## src/rtl/mem_stage_lsu_pkg.sv

```systemverilog
// Shared definitions for the memory-stage load/store unit: access size
// codes, FSM state encoding, byte-enable base patterns and the W-stage bundle.
package mem_stage_lsu_pkg;

   // Access size, taken from funct3[1:0]; funct3[2] selects zero-extension
   localparam logic [1:0] SZ_B = 2'b00;
   localparam logic [1:0] SZ_H = 2'b01;
   localparam logic [1:0] SZ_W = 2'b10;

   // FSM state encoding
   localparam logic [0:0] ST_IDLE     = 1'b0;
   localparam logic [0:0] ST_WAIT_RSP = 1'b1;

   // Byte-enable patterns before lane shifting
   localparam logic [3:0] BE_B = 4'b0001;
   localparam logic [3:0] BE_H = 4'b0011;
   localparam logic [3:0] BE_W = 4'b1111;

   // MEM/WB pipeline register contents
   typedef struct packed {
      logic [31:0] readdata;
      logic [31:0] aluresult;
      logic [31:0] pcplus4;
      logic [4:0]  rd;
      logic        regwrite;
      logic        misalign;
      logic        buserr;
   } wb_t;

   // A bubble writes nothing and raises no flags
   function automatic wb_t wb_bubble();
      wb_t b;
      b = '0;
      return b;
   endfunction

endpackage

```

## src/rtl/mem_stage_lsu_lane_align.sv

```systemverilog
// Combinational lane logic: byte enables and replicated store data, load
// byte/half extraction with sign or zero extension, and misalignment detect.
module lsu_lane_align
   import mem_stage_lsu_pkg::*;
(
   input  logic [2:0]  funct3,
   input  logic [1:0]  addr_lo,
   input  logic [31:0] store_data,
   input  logic [31:0] load_word,
   output logic [3:0]  be,
   output logic [31:0] wdata,
   output logic [31:0] load_data,
   output logic        misalign
);

   logic [31:0] shifted;
   logic        sign_en;

   // Bring the addressed byte/half down to bit 0
   assign shifted = load_word >> {addr_lo, 3'b000};
   assign sign_en = ~funct3[2];

   // Size decode drives every lane output together
   always_comb begin
      be        = BE_W;
      wdata     = store_data;
      load_data = load_word;
      misalign  = 1'b0;
      case (funct3[1:0])
         SZ_B: begin
            be        = BE_B << addr_lo;
            wdata     = {4{store_data[7:0]}};
            load_data = {{24{sign_en & shifted[7]}}, shifted[7:0]};
         end
         SZ_H: begin
            be        = BE_H << addr_lo;
            wdata     = {2{store_data[15:0]}};
            load_data = {{16{sign_en & shifted[15]}}, shifted[15:0]};
            misalign  = addr_lo[0];
         end
         default: begin
            // word (and unused size code 11) must be 4-byte aligned
            misalign = (addr_lo != 2'b00);
         end
      endcase
   end

endmodule

```

## src/rtl/mem_stage_lsu.sv

```systemverilog
// Memory-stage load/store unit: issues valid/ready data-memory requests,
// stalls the pipeline while a transaction is outstanding, aborts a load
// whose response never arrives, and registers the MEM/WB stage outputs.
module mem_stage_lsu
   import mem_stage_lsu_pkg::*;
#(
   parameter int unsigned TIMEOUT = 255
)(
   input  logic        clk,
   input  logic        reset,
   input  logic        memreadm,
   input  logic        memwritem,
   input  logic        regwritem,
   input  logic [2:0]  funct3m,
   input  logic [31:0] aluresultm,
   input  logic [31:0] writedatam,
   input  logic [4:0]  rdm,
   input  logic [31:0] pcplus4m,
   output logic        dmem_req_valid,
   input  logic        dmem_req_ready,
   output logic        dmem_we,
   output logic [31:0] dmem_addr,
   output logic [31:0] dmem_wdata,
   output logic [3:0]  dmem_be,
   input  logic        dmem_rsp_valid,
   input  logic [31:0] dmem_rdata,
   output logic        stallm,
   output logic [31:0] readdataw,
   output logic [31:0] aluresultw,
   output logic [31:0] pcplus4w,
   output logic [4:0]  rdw,
   output logic        regwritew,
   output logic        misalignw,
   output logic        buserrw
);

   localparam logic [7:0] TO_CNT = 8'(TIMEOUT);
   localparam logic       TO_EN  = (TIMEOUT != 0);

   logic [0:0]  state, state_d;
   logic [7:0]  cnt, cnt_d;
   wb_t         wb_q, wb_d;
   logic        memop, is_store, misalign_raw, misalign;
   logic        req_valid_c, stall_c;
   logic [31:0] ldata;

   // A load+store combination is handled as a store
   assign memop    = memreadm | memwritem;
   assign is_store = memwritem;
   assign misalign = memop & misalign_raw;

   lsu_lane_align u_align (
      .funct3     (funct3m),
      .addr_lo    (aluresultm[1:0]),
      .store_data (writedatam),
      .load_word  (dmem_rdata),
      .be         (dmem_be),
      .wdata      (dmem_wdata),
      .load_data  (ldata),
      .misalign   (misalign_raw)
   );

   // Request fields follow the held EX/MEM inputs, so they stay stable while stalled
   assign dmem_we        = is_store;
   assign dmem_addr      = {aluresultm[31:2], 2'b00};
   assign dmem_req_valid = req_valid_c & reset;
   assign stallm         = stall_c & reset;

   // Next-state, stall and W-stage value selection
   always_comb begin
      state_d          = state;
      cnt_d            = cnt;
      req_valid_c      = 1'b0;
      stall_c          = 1'b0;
      wb_d.readdata    = '0;
      wb_d.aluresult   = aluresultm;
      wb_d.pcplus4     = pcplus4m;
      wb_d.rd          = rdm;
      wb_d.regwrite    = regwritem & ~misalign;
      wb_d.misalign    = misalign;
      wb_d.buserr      = 1'b0;
      case (state)
         ST_IDLE: begin
            // misaligned accesses and non-memory ops pass straight through
            if (memop && !misalign) begin
               req_valid_c = 1'b1;
               if (is_store) begin
                  if (!dmem_req_ready) begin
                     stall_c = 1'b1;
                     wb_d    = wb_bubble();
                  end
               end else begin
                  stall_c = 1'b1;
                  wb_d    = wb_bubble();
                  if (dmem_req_ready) begin
                     state_d = ST_WAIT_RSP;
                     cnt_d   = '0;
                  end
               end
            end
         end
         ST_WAIT_RSP: begin
            // a response arriving on the abort cycle still wins
            if (dmem_rsp_valid) begin
               wb_d.readdata = ldata;
               state_d       = ST_IDLE;
            end else if (TO_EN && (cnt == TO_CNT)) begin
               wb_d.regwrite = 1'b0;
               wb_d.buserr   = 1'b1;
               state_d       = ST_IDLE;
            end else begin
               stall_c = 1'b1;
               wb_d    = wb_bubble();
               if (cnt != 8'hFF) cnt_d = cnt + 8'd1;
            end
         end
         default: state_d = ST_IDLE;
      endcase
   end

   // FSM, timeout counter and MEM/WB register
   always_ff @(posedge clk or negedge reset) begin
      if (!reset) begin
         state <= ST_IDLE;
         cnt   <= '0;
         wb_q  <= '0;
      end else begin
         state <= state_d;
         cnt   <= cnt_d;
         wb_q  <= wb_d;
      end
   end

   assign readdataw  = wb_q.readdata;
   assign aluresultw = wb_q.aluresult;
   assign pcplus4w   = wb_q.pcplus4;
   assign rdw        = wb_q.rd;
   assign regwritew  = wb_q.regwrite;
   assign misalignw  = wb_q.misalign;
   assign buserrw    = wb_q.buserr;

endmodule

```

## config.mk

```make
export PLATFORM = sky130hd
export DESIGN_NAME = mem_stage_lsu
export DESIGN_NICKNAME = d
export VERILOG_FILES = /design/src/rtl/mem_stage_lsu_pkg.sv /design/src/rtl/mem_stage_lsu_lane_align.sv /design/src/rtl/mem_stage_lsu.sv
export SDC_FILE = /design/constraint.sdc
export NUM_CORES = 1
export LEC_CHECK = 0
export ABC_CLOCK_PERIOD_IN_PS = 1700
export CAP_MARGIN = 20
export CORE_UTILIZATION = 34
export DETAILED_ROUTE_END_ITERATION = 6
export PLACE_DENSITY = 0.8
export SETUP_SLACK_MARGIN = 0.4
export SLEW_MARGIN = 40
export SYNTH_ARGS = -nofsm -noshare
export SYNTH_HDL_FRONTEND = slang
export SYNTH_SLANG_ARGS = --single-unit
```

## constraint.sdc

```tcl
create_clock -name clk -period 1.7 [get_ports clk]
set_clock_uncertainty 0.05 [all_clocks]
set_input_delay 0.17 -clock clk [delete_from_list [all_inputs] [get_ports clk]]
set_output_delay 0.17 -clock clk [all_outputs]
set_load 0.01 [all_outputs]
```

==> flow_metrics.tcl <==
set metrics [dict create \
    core_area_um2 14640 \
    crit_buf_inv 1 \
    criticalPathCategory "flip-flop to output port" \
    max_cap_viol_count 0 \
    synth_area_leaders "dfrtp_1 (55%), and2_1 (8.5%), buf_4 (6.0%)" \
    syn2layout_area_growth_pct 99.56 \
    critPathMaxFanout 2 \
    period_share_pct 111.9 \
    cts_tree "built" \
    switching_share_pct 24.54 \
    final_cell_mix "clkdlybuf4s50_1 (133), dfrtp_1 (113), dlygate4sd2_1 (90), buf_4 (55), clkdlybuf4s15_1 (51)" \
    setup_viol 71 \
    ys_seq_area_share_pct 54.89 \
    cts_root_buffer "clkbuf_16" \
    startpoint "cnt[0]" \
    powerDensity_nw_per_um2 878.5 \
    rsz0062_at_grt "yes" \
    cp_slowest_cell "dfrtp_1" \
    drtAntennaViolNets 0 \
    via_per_inst 4.813 \
    min_period_ns 1.902 \
    synth_top_area_share_pct 54.89 \
    cts_max_path_buffers 2 \
    synthesis.area_um2 5151 \
    crit_family "compound AO/OA/AOI/OAI gates" \
    slew_headroom_pct 56.24 \
    power_frac_comb_pct 24.6 \
    status "complete, but fails checks" \
    ioPinCount 318 \
    r2r-start "cnt[0]" \
    routedWlPerCell_um 18.73 \
    rr_worst_depth 9 \
    die_w_um 125.1 \
    max_clock_freq_mhz 525.8 \
    portBuffers 315 \
    crit_required_ns 1.48 \
    crit_chain "ha_4, nand3_4, o31ai_4, o41a_4, nor2b_2, buf_2" \
    drc 46 \
    yosys.area.top_type "dfrtp_1" \
    diodes 0 \
    crit_end "stallm" \
    grt_pass1_vias 5279 \
    p_int_mw 6.814 \
    wl_um 19630 \
    final_common_cell "clkdlybuf4s50_1" \
    drv_slew 0 \
    fill_cells 1067 \
    worst_pin_slew_ns 0.6564 \
    cp.arrival_ns 1.68 \
    leakage_nw 4.911 \
    vias 5044 \
    syn_inst 480 \
    fin_hold_ws_ns -0.1927 \
    power_frac_clock_pct 42.6 \
    fin_nets 996 \
    cts_sinks 113 \
    clock_latency_ns 0.41 \
    cp.depth 6 \
    grt_pass1_wl_um 28770 \
    die_area_um2 15650 \
    p_total_mw 9.031 \
    chipHeight_um 125.1 \
    ys_types 44 \
    violations "DRC, hold timing, setup timing" \
    drtIter0Drc 228 \
    cts_inserted_buffers 17 \
    synth_seq_cells 113 \
    peakVddDrop_mv 0.7185 \
    start_util_pct 35.18 \
    synth-warning-count 0 \
    drt_pass1_iterations 7 \
    setup_ws_ns -0.2017 \
    critPathLaunchType "flip-flop" \
    r2r-end "pcplus4w[16]" \
    critPathCaptureType "output port" \
    hold_violations 113 \
    p_switching_mw 2.216 \
    grt_usage_pct 24.48 \
    syn_avg_cell_area_um2 10.73 \
    clk_pin_slew_worst_paths_ns 0.05 \
    dp_hpwl_um 12480 \
    grt_max_degree 63 \
    grt_antenna_before_repair 0 \
    drive_above_1_share_pct 31.83 \
    fp-row-count 44 \
    grt.overflow.total 0 \
    htree_levels 4 \
    critical-path-max-stage-delay_ns 0.39 \
    gp_congestion 0.8471 \
    regToRegSetupSlack_ns -0.19 \
    seqPwrFrac_pct 32.8 \
    hold_path_class "primary input to asynchronous set/reset pin" \
]
-- timing repair --
action,CTS,global route
endpoints found under the hold margin,113,113
buffers inserted,22,11
resized for setup,411,119
setup endpoints to repair,284,177
pin swaps,13,20
cloned,13,4
-- worst register-to-register path, cell delays in order (launching register included) --
cell and delay, ns:
dfrtp_1 0.39, ha_4 0.17, nand3_4 0.09, o31ai_4 0.24, o41a_4 0.22, buf_4 0.12, buf_12 0.14, buf_12 0.15
clkbuf_16 0.14, and2_1 0.12
-- flip-flops by register name, indices dropped and copies added, names as in the netlist --
| name | count |
|---|---|
| pcplus4w | 32 |
| buserrw | 1 |
| state | 1 |
| regwritew | 1 |
| cnt | 8 |
| rdw | 5 |
| misalignw | 1 |
| aluresultw | 32 |
| readdataw | 32 |
-- Yosys cell counts --
library cell and instances:
a21oi_1 19, a21oi_2 1, a22oi_1 2, a31oi_1 1
and2_0 1, and2_1 70, and3_1 1, buf_1 3
buf_2 6, buf_4 41, buf_6 7, clkbuf_1 10
conb_1 1, dfrtp_1 113, ha_1 1, inv_1 12
mux2_2 16, mux2i_1 14, nand2_1 45, nand2b_1 2
nand3_1 4, nand3_4 1, nand3b_1 1, nand4b_1 1
nor2_1 17, nor2_2 1, nor2b_1 10, nor3_1 3
nor4_1 2, nor4b_1 1, nor4bb_1 1, o211ai_1 2
o21a_1 1, o21ai_0 38, o21ai_1 1, o21bai_1 8
o221a_2 7, o22ai_1 9, o31a_1 1, o31ai_4 1
o41a_4 1, or3_1 1, or3b_2 1, or4_1 1
-- area by class of cell --
cell class                      count  area [µm²]  area share [%]
Sequential cell                   113        2828           27.51
Multi-Input combinational cell    289        2271           22.09
Clock inverter                     10       183.9           1.789
Clock buffer                       21       450.4           4.382
Inverter                           12       45.04          0.4382
Tap cell                          184       230.2           2.240
Timing Repair Buffer              419        4272           41.55
-- cell families after synthesis --
group	count (synthesis)	share of synthesized area, %
buf+inv	79	9.910
other cells	1	0.07280
mux	30	6.218
fa+ha+maj	1	0.2429
flops	113	54.89
simple gates	164	17.22
compound gates	92	11.44
-- worst min-delay path by stage --
| stage | to | slack, ns |
|---|---|---|
| floorplan | aluresultw[0] | -0.18 |
| detailed placement | cnt[6] | 0.32 |
| CTS | cnt[6] | -0.11 |
| finish | regwritew | -0.19 |
| global route | pcplus4w[22] | -0.15 |
| global placement | cnt[7] | 0.32 |
-- through the flow --
stage	std cells	setup TNS (ns)	worst slack [ns]	instance area (µm²)	util [%]
final	1048	-10.04	-0.2017	10280	70.20
after global routing	1048	-13.23	-0.2529	10280	70.20
after CTS	1033	-11.16	-0.2628	9738	66.50
after detailed placement	967	-49.46	-0.5404	8532	58.26
after global placement	967	-48.36	-0.5402	8532	58.26
after floorplan	481	0	0.02717	5230	-
-- routing by layer --
metal | wire length (µm) | global-route usage (%) | part of all wire [%]
met2 | 10710 | 46.76 | 55
met3 | 1636 | 8.130 | 8.3
met5 | 0 | 0 | 0
met1 | 6721 | 24.05 | 34
met4 | 561 | 10.04 | 2.9
-- power by group through the flow --
stage | registers (mW) | logic (mW) | clock network [mW]
2_1_floorplan | 3.11 | 0.588 | 0
3_3_place_gp | 3.00 | 1.76 | 0
3_5_place_dp | 3.01 | 1.79 | 0
4_1_cts | 2.96 | 1.99 | 3.89
5_1_grt | 2.98 | 2.35 | 4.03
6_report | 2.96 | 2.22 | 3.85
(Power assumes the default switching activity.)
